$ cat config.mk
export PLATFORM = sky130hd
export DESIGN_NAME = aes_dec_key_sched
export DESIGN_NICKNAME = d
export VERILOG_FILES = /design/src/rtl/aes_pkg.sv /design/src/rtl/aes_sbox.sv /design/src/rtl/aes_dec_key_sched.sv
export SDC_FILE = /design/constraint.sdc
export NUM_CORES = 2
export LEC_CHECK = 0
export CAP_MARGIN = 5
export CORE_MARGIN = 2
export CORE_UTILIZATION = 35
export CTS_BUF_LIST = sky130_fd_sc_hd__clkbuf_8
export DETAILED_ROUTE_END_ITERATION = 10
export PLACE_DENSITY_LB_ADDON = 0.25
export SYNTH_ARGS = -nofsm -noshare
export SYNTH_HDL_FRONTEND = slang
export SYNTH_SLANG_ARGS = --single-unit
$ cat constraint.sdc
create_clock -name clk -period 35.5 [get_ports clk]
set_clock_uncertainty 0.15 [all_clocks]
set_input_delay 10.65 -clock clk [delete_from_list [all_inputs] [get_ports clk]]
set_output_delay 10.65 -clock clk [all_outputs]
set_load 0.005 [all_outputs]
$ cat src/rtl/aes_pkg.sv
// Shared constants and types for the AES-128 decryption key schedule.
package aes_pkg;

    localparam int unsigned NR   = 10;
    localparam int unsigned NK   = 4;
    localparam int unsigned KW   = 128;
    localparam int unsigned IDXW = 4;

    // Round constants for rounds 1..10, stored at index round-1.
    localparam logic [7:0] RCON [0:9] = '{
        8'h01, 8'h02, 8'h04, 8'h08, 8'h10,
        8'h20, 8'h40, 8'h80, 8'h1b, 8'h36
    };

    typedef enum logic [1:0] {
        IDLE   = 2'd0,
        EXPAND = 2'd1,
        SERVE  = 2'd2
    } state_t;

endpackage

$ cat src/rtl/aes_sbox.sv
// Forward AES S-box, one byte, purely combinational.
module aes_sbox (
    input  logic [7:0] i_byte,
    output logic [7:0] o_sub_c
);

    // Row-major table; entry 0 sits in the top byte.
    localparam logic [2047:0] SBOX_TBL = {
        128'h637c777bf26b6fc53001672bfed7ab76,
        128'hca82c97dfa5947f0add4a2af9ca472c0,
        128'hb7fd9326363ff7cc34a5e5f171d83115,
        128'h04c723c31896059a071280e2eb27b275,
        128'h09832c1a1b6e5aa0523bd6b329e32f84,
        128'h53d100ed20fcb15b6acbbe394a4c58cf,
        128'hd0efaafb434d338545f9027f503c9fa8,
        128'h51a3408f929d38f5bcb6da2110fff3d2,
        128'hcd0c13ec5f974417c4a77e3d645d1973,
        128'h60814fdc222a908846eeb814de5e0bdb,
        128'he0323a0a4906245cc2d3ac629195e479,
        128'he7c8376d8dd54ea96c56f4ea657aae08,
        128'hba78252e1ca6b4c6e8dd741f4bbd8b8a,
        128'h703eb5664803f60e613557b986c11d9e,
        128'he1f8981169d98e949b1e87e9ce5528df,
        128'h8ca1890dbfe6426841992d0fb054bb16
    };

    // Entry x lives at bit offset (255-x)*8, and 255-x == ~x for a byte.
    always_comb begin
        o_sub_c = SBOX_TBL[{~i_byte, 3'b000} +: 8];
    end

endmodule

$ cat src/rtl/aes_dec_key_sched.sv
// Iterative AES-128 key expansion; streams round keys 10..0 to AddRoundKey.
module aes_dec_key_sched
    import aes_pkg::*;
(
    input  logic            clk,
    input  logic            rst,
    input  logic [KW-1:0]   key_in,
    input  logic            key_valid,
    output logic            key_ready,
    output logic [KW-1:0]   rk_out,
    output logic [IDXW-1:0] rk_idx,
    output logic            rk_valid,
    input  logic            rk_ready,
    output logic            busy
);

    localparam logic [IDXW-1:0] IDX_LAST = IDXW'(NR);

    logic [KW-1:0]   r_rk [0:NR];
    state_t          r_state, w_nxt_state;
    logic [IDXW-1:0] r_rnd, w_nxt_rnd;
    logic [IDXW-1:0] r_idx, w_nxt_idx;
    logic            r_key_ready, r_rk_valid, r_busy, w_nxt_valid;
    logic [KW-1:0]   r_rk_out, w_nxt_rk_out;
    logic            w_accept, w_xfer;
    logic            w_rk_we;
    logic [IDXW-1:0] w_rk_waddr;
    logic [KW-1:0]   w_rk_wdata;
    logic [KW-1:0]   w_prev, w_next_rk;
    logic [31:0]     w_rot, w_sub;
    logic [31:0]     w_w0, w_w1, w_w2, w_w3;

    assign w_accept = key_valid && r_key_ready;
    assign w_xfer   = r_rk_valid && rk_ready;

    // SubWord: four parallel S-boxes on the rotated last word.
    for (genvar g = 0; g < NK; g++) begin : g_sbox
        aes_sbox u_sbox (
            .i_byte (w_rot[8*g +: 8]),
            .o_sub_c(w_sub[8*g +: 8])
        );
    end

    // One round of key expansion from the previously stored round key.
    always_comb begin
        w_prev    = r_rk[r_rnd - 4'd1];
        w_rot     = {w_prev[23:0], w_prev[31:24]};
        w_w0      = w_prev[127:96] ^ w_sub ^ {RCON[r_rnd - 4'd1], 24'h0};
        w_w1      = w_prev[95:64] ^ w_w0;
        w_w2      = w_prev[63:32] ^ w_w1;
        w_w3      = w_prev[31:0]  ^ w_w2;
        w_next_rk = {w_w0, w_w1, w_w2, w_w3};
    end

    // Next-state, register-file write and stream control.
    always_comb begin
        w_nxt_state  = r_state;
        w_nxt_rnd    = r_rnd;
        w_nxt_idx    = r_idx;
        w_nxt_valid  = r_rk_valid;
        w_nxt_rk_out = r_rk_out;
        w_rk_we      = 1'b0;
        w_rk_waddr   = r_rnd;
        w_rk_wdata   = w_next_rk;
        case (r_state)
            IDLE: begin
                if (w_accept) begin
                    w_rk_we     = 1'b1;
                    w_rk_waddr  = '0;
                    w_rk_wdata  = key_in;
                    w_nxt_rnd   = 4'd1;
                    w_nxt_state = EXPAND;
                end
            end
            EXPAND: begin
                w_rk_we = 1'b1;
                if (r_rnd == IDX_LAST) begin
                    w_nxt_state = SERVE;
                    w_nxt_idx   = IDX_LAST;
                end else begin
                    w_nxt_rnd = r_rnd + 4'd1;
                end
            end
            SERVE: begin
                if (w_accept) begin
                    // A new key wins over a coincident idx-10 transfer.
                    w_rk_we     = 1'b1;
                    w_rk_waddr  = '0;
                    w_rk_wdata  = key_in;
                    w_nxt_rnd   = 4'd1;
                    w_nxt_idx   = IDX_LAST;
                    w_nxt_valid = 1'b0;
                    w_nxt_state = EXPAND;
                end else if (!r_rk_valid) begin
                    // First cycle in SERVE: fetch the current key into the output register.
                    w_nxt_valid  = 1'b1;
                    w_nxt_rk_out = r_rk[r_idx];
                end else if (w_xfer) begin
                    if (r_idx == '0) begin
                        w_nxt_idx    = IDX_LAST;
                        w_nxt_rk_out = r_rk[IDX_LAST];
                    end else begin
                        w_nxt_idx    = r_idx - 4'd1;
                        w_nxt_rk_out = r_rk[r_idx - 4'd1];
                    end
                end
            end
            default: w_nxt_state = IDLE;
        endcase
    end

    // Control state and registered outputs.
    always_ff @(posedge clk) begin
        if (rst) begin
            r_state     <= IDLE;
            r_rnd       <= 4'd1;
            r_idx       <= IDX_LAST;
            r_key_ready <= 1'b1;
            r_rk_valid  <= 1'b0;
            r_busy      <= 1'b0;
            r_rk_out    <= '0;
        end else begin
            r_state     <= w_nxt_state;
            r_rnd       <= w_nxt_rnd;
            r_idx       <= w_nxt_idx;
            r_key_ready <= (w_nxt_state == IDLE) ||
                           ((w_nxt_state == SERVE) && (w_nxt_idx == IDX_LAST));
            r_rk_valid  <= w_nxt_valid;
            r_busy      <= (w_nxt_state == EXPAND);
            r_rk_out    <= w_nxt_rk_out;
        end
    end

    // Round-key register file; deliberately not cleared by reset.
    always_ff @(posedge clk) begin
        if (!rst && w_rk_we) begin
            r_rk[w_rk_waddr] <= w_rk_wdata;
        end
    end

    assign key_ready = r_key_ready;
    assign rk_out    = r_rk_out;
    assign rk_idx    = r_idx;
    assign rk_valid  = r_rk_valid;
    assign busy      = r_busy;

endmodule

==> results.ini <==
[hold_path]
hp-start = rk_out[37]$_SDFFE_PP0P_
min_path_type = reg -> reg
hold_end = rk_out[37]$_SDFFE_PP0P_
hold_path_depth = 2

[route]
routedWlPerCell_um = 35.72
num_vias = 87010
drt-initial-drc-count = 13340
final_antenna_net_count = 0
vias_per_cell = 6.813
dr.pass1.iters = 9
routed_wl_um = 456100
drc_errors = 0

[logic_synthesis]
syn_nets = 9004
synth_seq_cells = 1549
synth-async-reset-ratio_pct = 0
synth-edff-count = 1408
synth.cell_area_um2 = 100900
syn_inst = 8804
synth_cell_types = 114
syn_avg_cell_area_um2 = 11.46
synth_ff_type = edfxtp_1
yosysWarningCount = 0
synth-seq-area-share_pct = 44.70

[final_layout]
synthToLayoutAreaGrowth_pct = 12.03
layout-drive-gt1-share_pct = 20.45
ff_latch_area_um2 = 45130
finalNetCount = 8975
multi_input_area_um2 = 52240
num-fill-cells = 27240

[critical_path]
crit_required_ps = 35940
crit_path_end_kind = flip-flop
critPathTopFamily = buffers and inverters
cpMostUsedCell = buf_4
crit_arrival_ps = 14640
max_stage_delay_ps = 810
critPathLaunchType = primary input
cp_cell_sequence = clkdlybuf4s50_1 > and2_0 > o21ai_4 > buf_4 > nand4b_1 > nor2_4 > buf_12 > buf_4
r2r_cells = 22
r2r_setup_slack_ps = 25080
crit_fanout = 77
reg2reg_from = r_rnd[1]$_SDFFE_PP0P_
cp_num_buf_inv = 4
crit_slowest_cell = buf_4
r2r-end = r_rk[3][27]$_DFFE_PP_
path_class = in -> reg

[clock_network]
cts_tree = yes
h-tree-depth = 5
clk_path_buf_depth = 4
cts_root_buffer = clkbuf_8
clk_latency_ps = 1020
post_cts_buffers = 0
cts.hold.buffers_added = 0
clk_pin_slew_ps = 60
cts_buffers = 272
cts.sinks = 1549
cts_resized = 0

[floorplanning]
ios = 267
dieArea_um2 = 292600
core_area_um2 = 287400
die_w_um = 540.9
die_h_um = 540.9
num_rows = 197
initial_core_util_pct = 35.11

[global_routing]
gr-total-overflow = 0
grt_max_degree = 130
grt_pass1_vias = 83410
antenna_found_initial = 19
grt_usage_pct = 29.99
grt_pass1_wl_um = 635100

[run]
max_cap_violations = 0

[timing]
drv_slew = 0
setup_viol = 0
max-slew-margin-rel_pct = 1.419
period_share_pct = 39.99
rsz0062_at_grt = false
setup_tns_ps = 0
worst_pin_slew_ps = 1468
hold_viol = 0
whs_ps = 350.0
min_period_ps = 14200
timing.fmax_ghz = 0.07044

[power]
power.leakage_uw = 0.03687
ir_worst_vdd_mv = 0.05365
powerDensity_nw_per_um2 = 72.47

[outcome]
status = finished, final reports clean

[place]
place.gp.congestion = 1.002
portBuffers = 266
hpwl_um = 289500

cells in the mapped netlist (15+ instances only):
cell / number / share of area (%)
a2111oi_0: 19 / 0.16
a211o_1: 17 / 0.15
a211oi_1: 411 / 3.1
a21o_1: 136 / 1.0
a21oi_1: 825 / 4.1
a221o_1: 15 / 0.15
a221oi_1: 163 / 1.4
a22oi_1: 97 / 0.72
a311oi_1: 38 / 0.33
a31oi_1: 129 / 0.80
and2_1: 29 / 0.18
and3_1: 31 / 0.19
buf_1: 110 / 0.41
buf_2: 181 / 0.90
buf_4: 71 / 0.53
buf_6: 19 / 0.21
clkbuf_1: 516 / 1.9
dfxtp_1: 141 / 2.8
edfxtp_1: 1408 / 42
ha_1: 68 / 0.84
inv_1: 40 / 0.15
mux2_2: 338 / 3.8
mux2i_1: 368 / 3.7
mux4_2: 638 / 14
nand2_1: 546 / 2.0
nand2b_1: 28 / 0.17
nand3_1: 171 / 0.85
nand4_1: 28 / 0.17
nor2_1: 779 / 2.9
nor2b_1: 36 / 0.22
nor3_1: 119 / 0.59
nor4_1: 21 / 0.13
o2111ai_1: 22 / 0.19
o211ai_1: 112 / 0.83
o21a_1: 15 / 0.11
o21ai_0: 261 / 1.3
o21ai_1: 20 / 0.099
o221ai_1: 32 / 0.28
o22ai_1: 280 / 1.7
o311ai_0: 43 / 0.37
o31ai_1: 32 / 0.24
or3_1: 19 / 0.12
xnor2_1: 119 / 1.0
xor2_1: 46 / 0.40
layout by cell type (no fill, tap or decap), types with 170 or more instances in the layout:
cell	netlist	layout
edfxtp_1	1408	1408
a21oi_1	825	817
nor2_1	779	768
mux4_2	638	638
nand2_1	546	543
a211oi_1	411	405
mux2i_1	368	367
mux2_2	338	338
buf_4	71	315
clkbuf_8	0	296
o22ai_1	280	280
clkdlybuf4s50_1	0	265
o21ai_0	261	258
nand3_1	171	170
logic make-up (layout without fill, tap and decap cells):
kind of cell    count (synthesis)  count (layout)  synth area share [%]
mux                          1348            1348                 21.72
simple gates                 1872            1872                 8.092
compound gates               2839            2839                 18.73
flops                        1549            1549                 44.70
buf+inv                       944            1117                 4.142
other cells                     0              12                     0
fa+ha+maj                      70              70                0.8631
xor+xnor                      182             182                 1.757
routing by layer:
layer	track usage, %	share of wire, %	wire length [µm]
met2	46.08	44	202800
met3	7.281	11	51120
met5	0	0.028	127
met4	17.93	6.7	30550
met1	38.25	38	171500
state kept, by name, summed over array words and instances (netlist names):
name       cells
r_rk        1408
rk_valid       1
r_rnd          4
rk_out       128
r_state        2
busy           1
rk_idx         4
key_ready      1
power breakdown:
part | total (µW) | leakage [µW] | switching, µW | internal, µW
sequential | 2610 | 0.0138 | 44.4 | 2570
combinational | 3860 | 0.0200 | 2820 | 1040
clock | 1720 | 0.00304 | 791 | 927
stage by stage:
step | utilization, % | setup slack [ps] | instance area (µm²) | total power [µW] | cells
finish | 39.33 | 21300 | 113000 | 8191 | 12770
global route | 39.32 | 21260 | 113000 | 8413 | 12770
CTS | 39.31 | 21420 | 113000 | 8051 | 12760
detailed placement | 37.41 | 20390 | 107500 | 6338 | 12280
global placement | 37.41 | 20420 | 107500 | 6320 | 12280
floorplan | - | 13870 | 100900 | 4708 | 8804
worst max-delay path by stage:
stage,slack (ps),cells after the start,endpoint,from
after CTS,21420,8,r_rk[6][48]$_DFFE_PP_,key_valid
after global routing,21260,8,r_rk[6][56]$_DFFE_PP_,key_valid
final,21300,8,r_rk[6][48]$_DFFE_PP_,key_valid
after floorplan,13870,4,r_rk[0][0]$_DFFE_PP_,key_valid
after detailed placement,20390,8,r_rk[6][44]$_DFFE_PP_,key_valid
after global placement,20420,8,r_rk[6][56]$_DFFE_PP_,key_valid
final cells by class:
type	instances	share of cell area, %
sequential	1549	39.92
antenna	12	0.02657
clock buffer	296	3.604
multi-input combinational	6311	46.22
timing repair buffer	594	4.652
clock inverter	180	1.225
tap	3781	4.185
inverter	47	0.1649
worst register-to-register path: cells and delay by family, from the launching register on:
family | cells | cell delay (ps)
mux | 1 | 430
flops | 1 | 320
buf+inv | 7 | 2610
xor+xnor | 4 | 2690
fa+ha+maj | 2 | 960
compound gates | 8 | 2960
No activity file was read; power rests on OpenSTA's default activity.
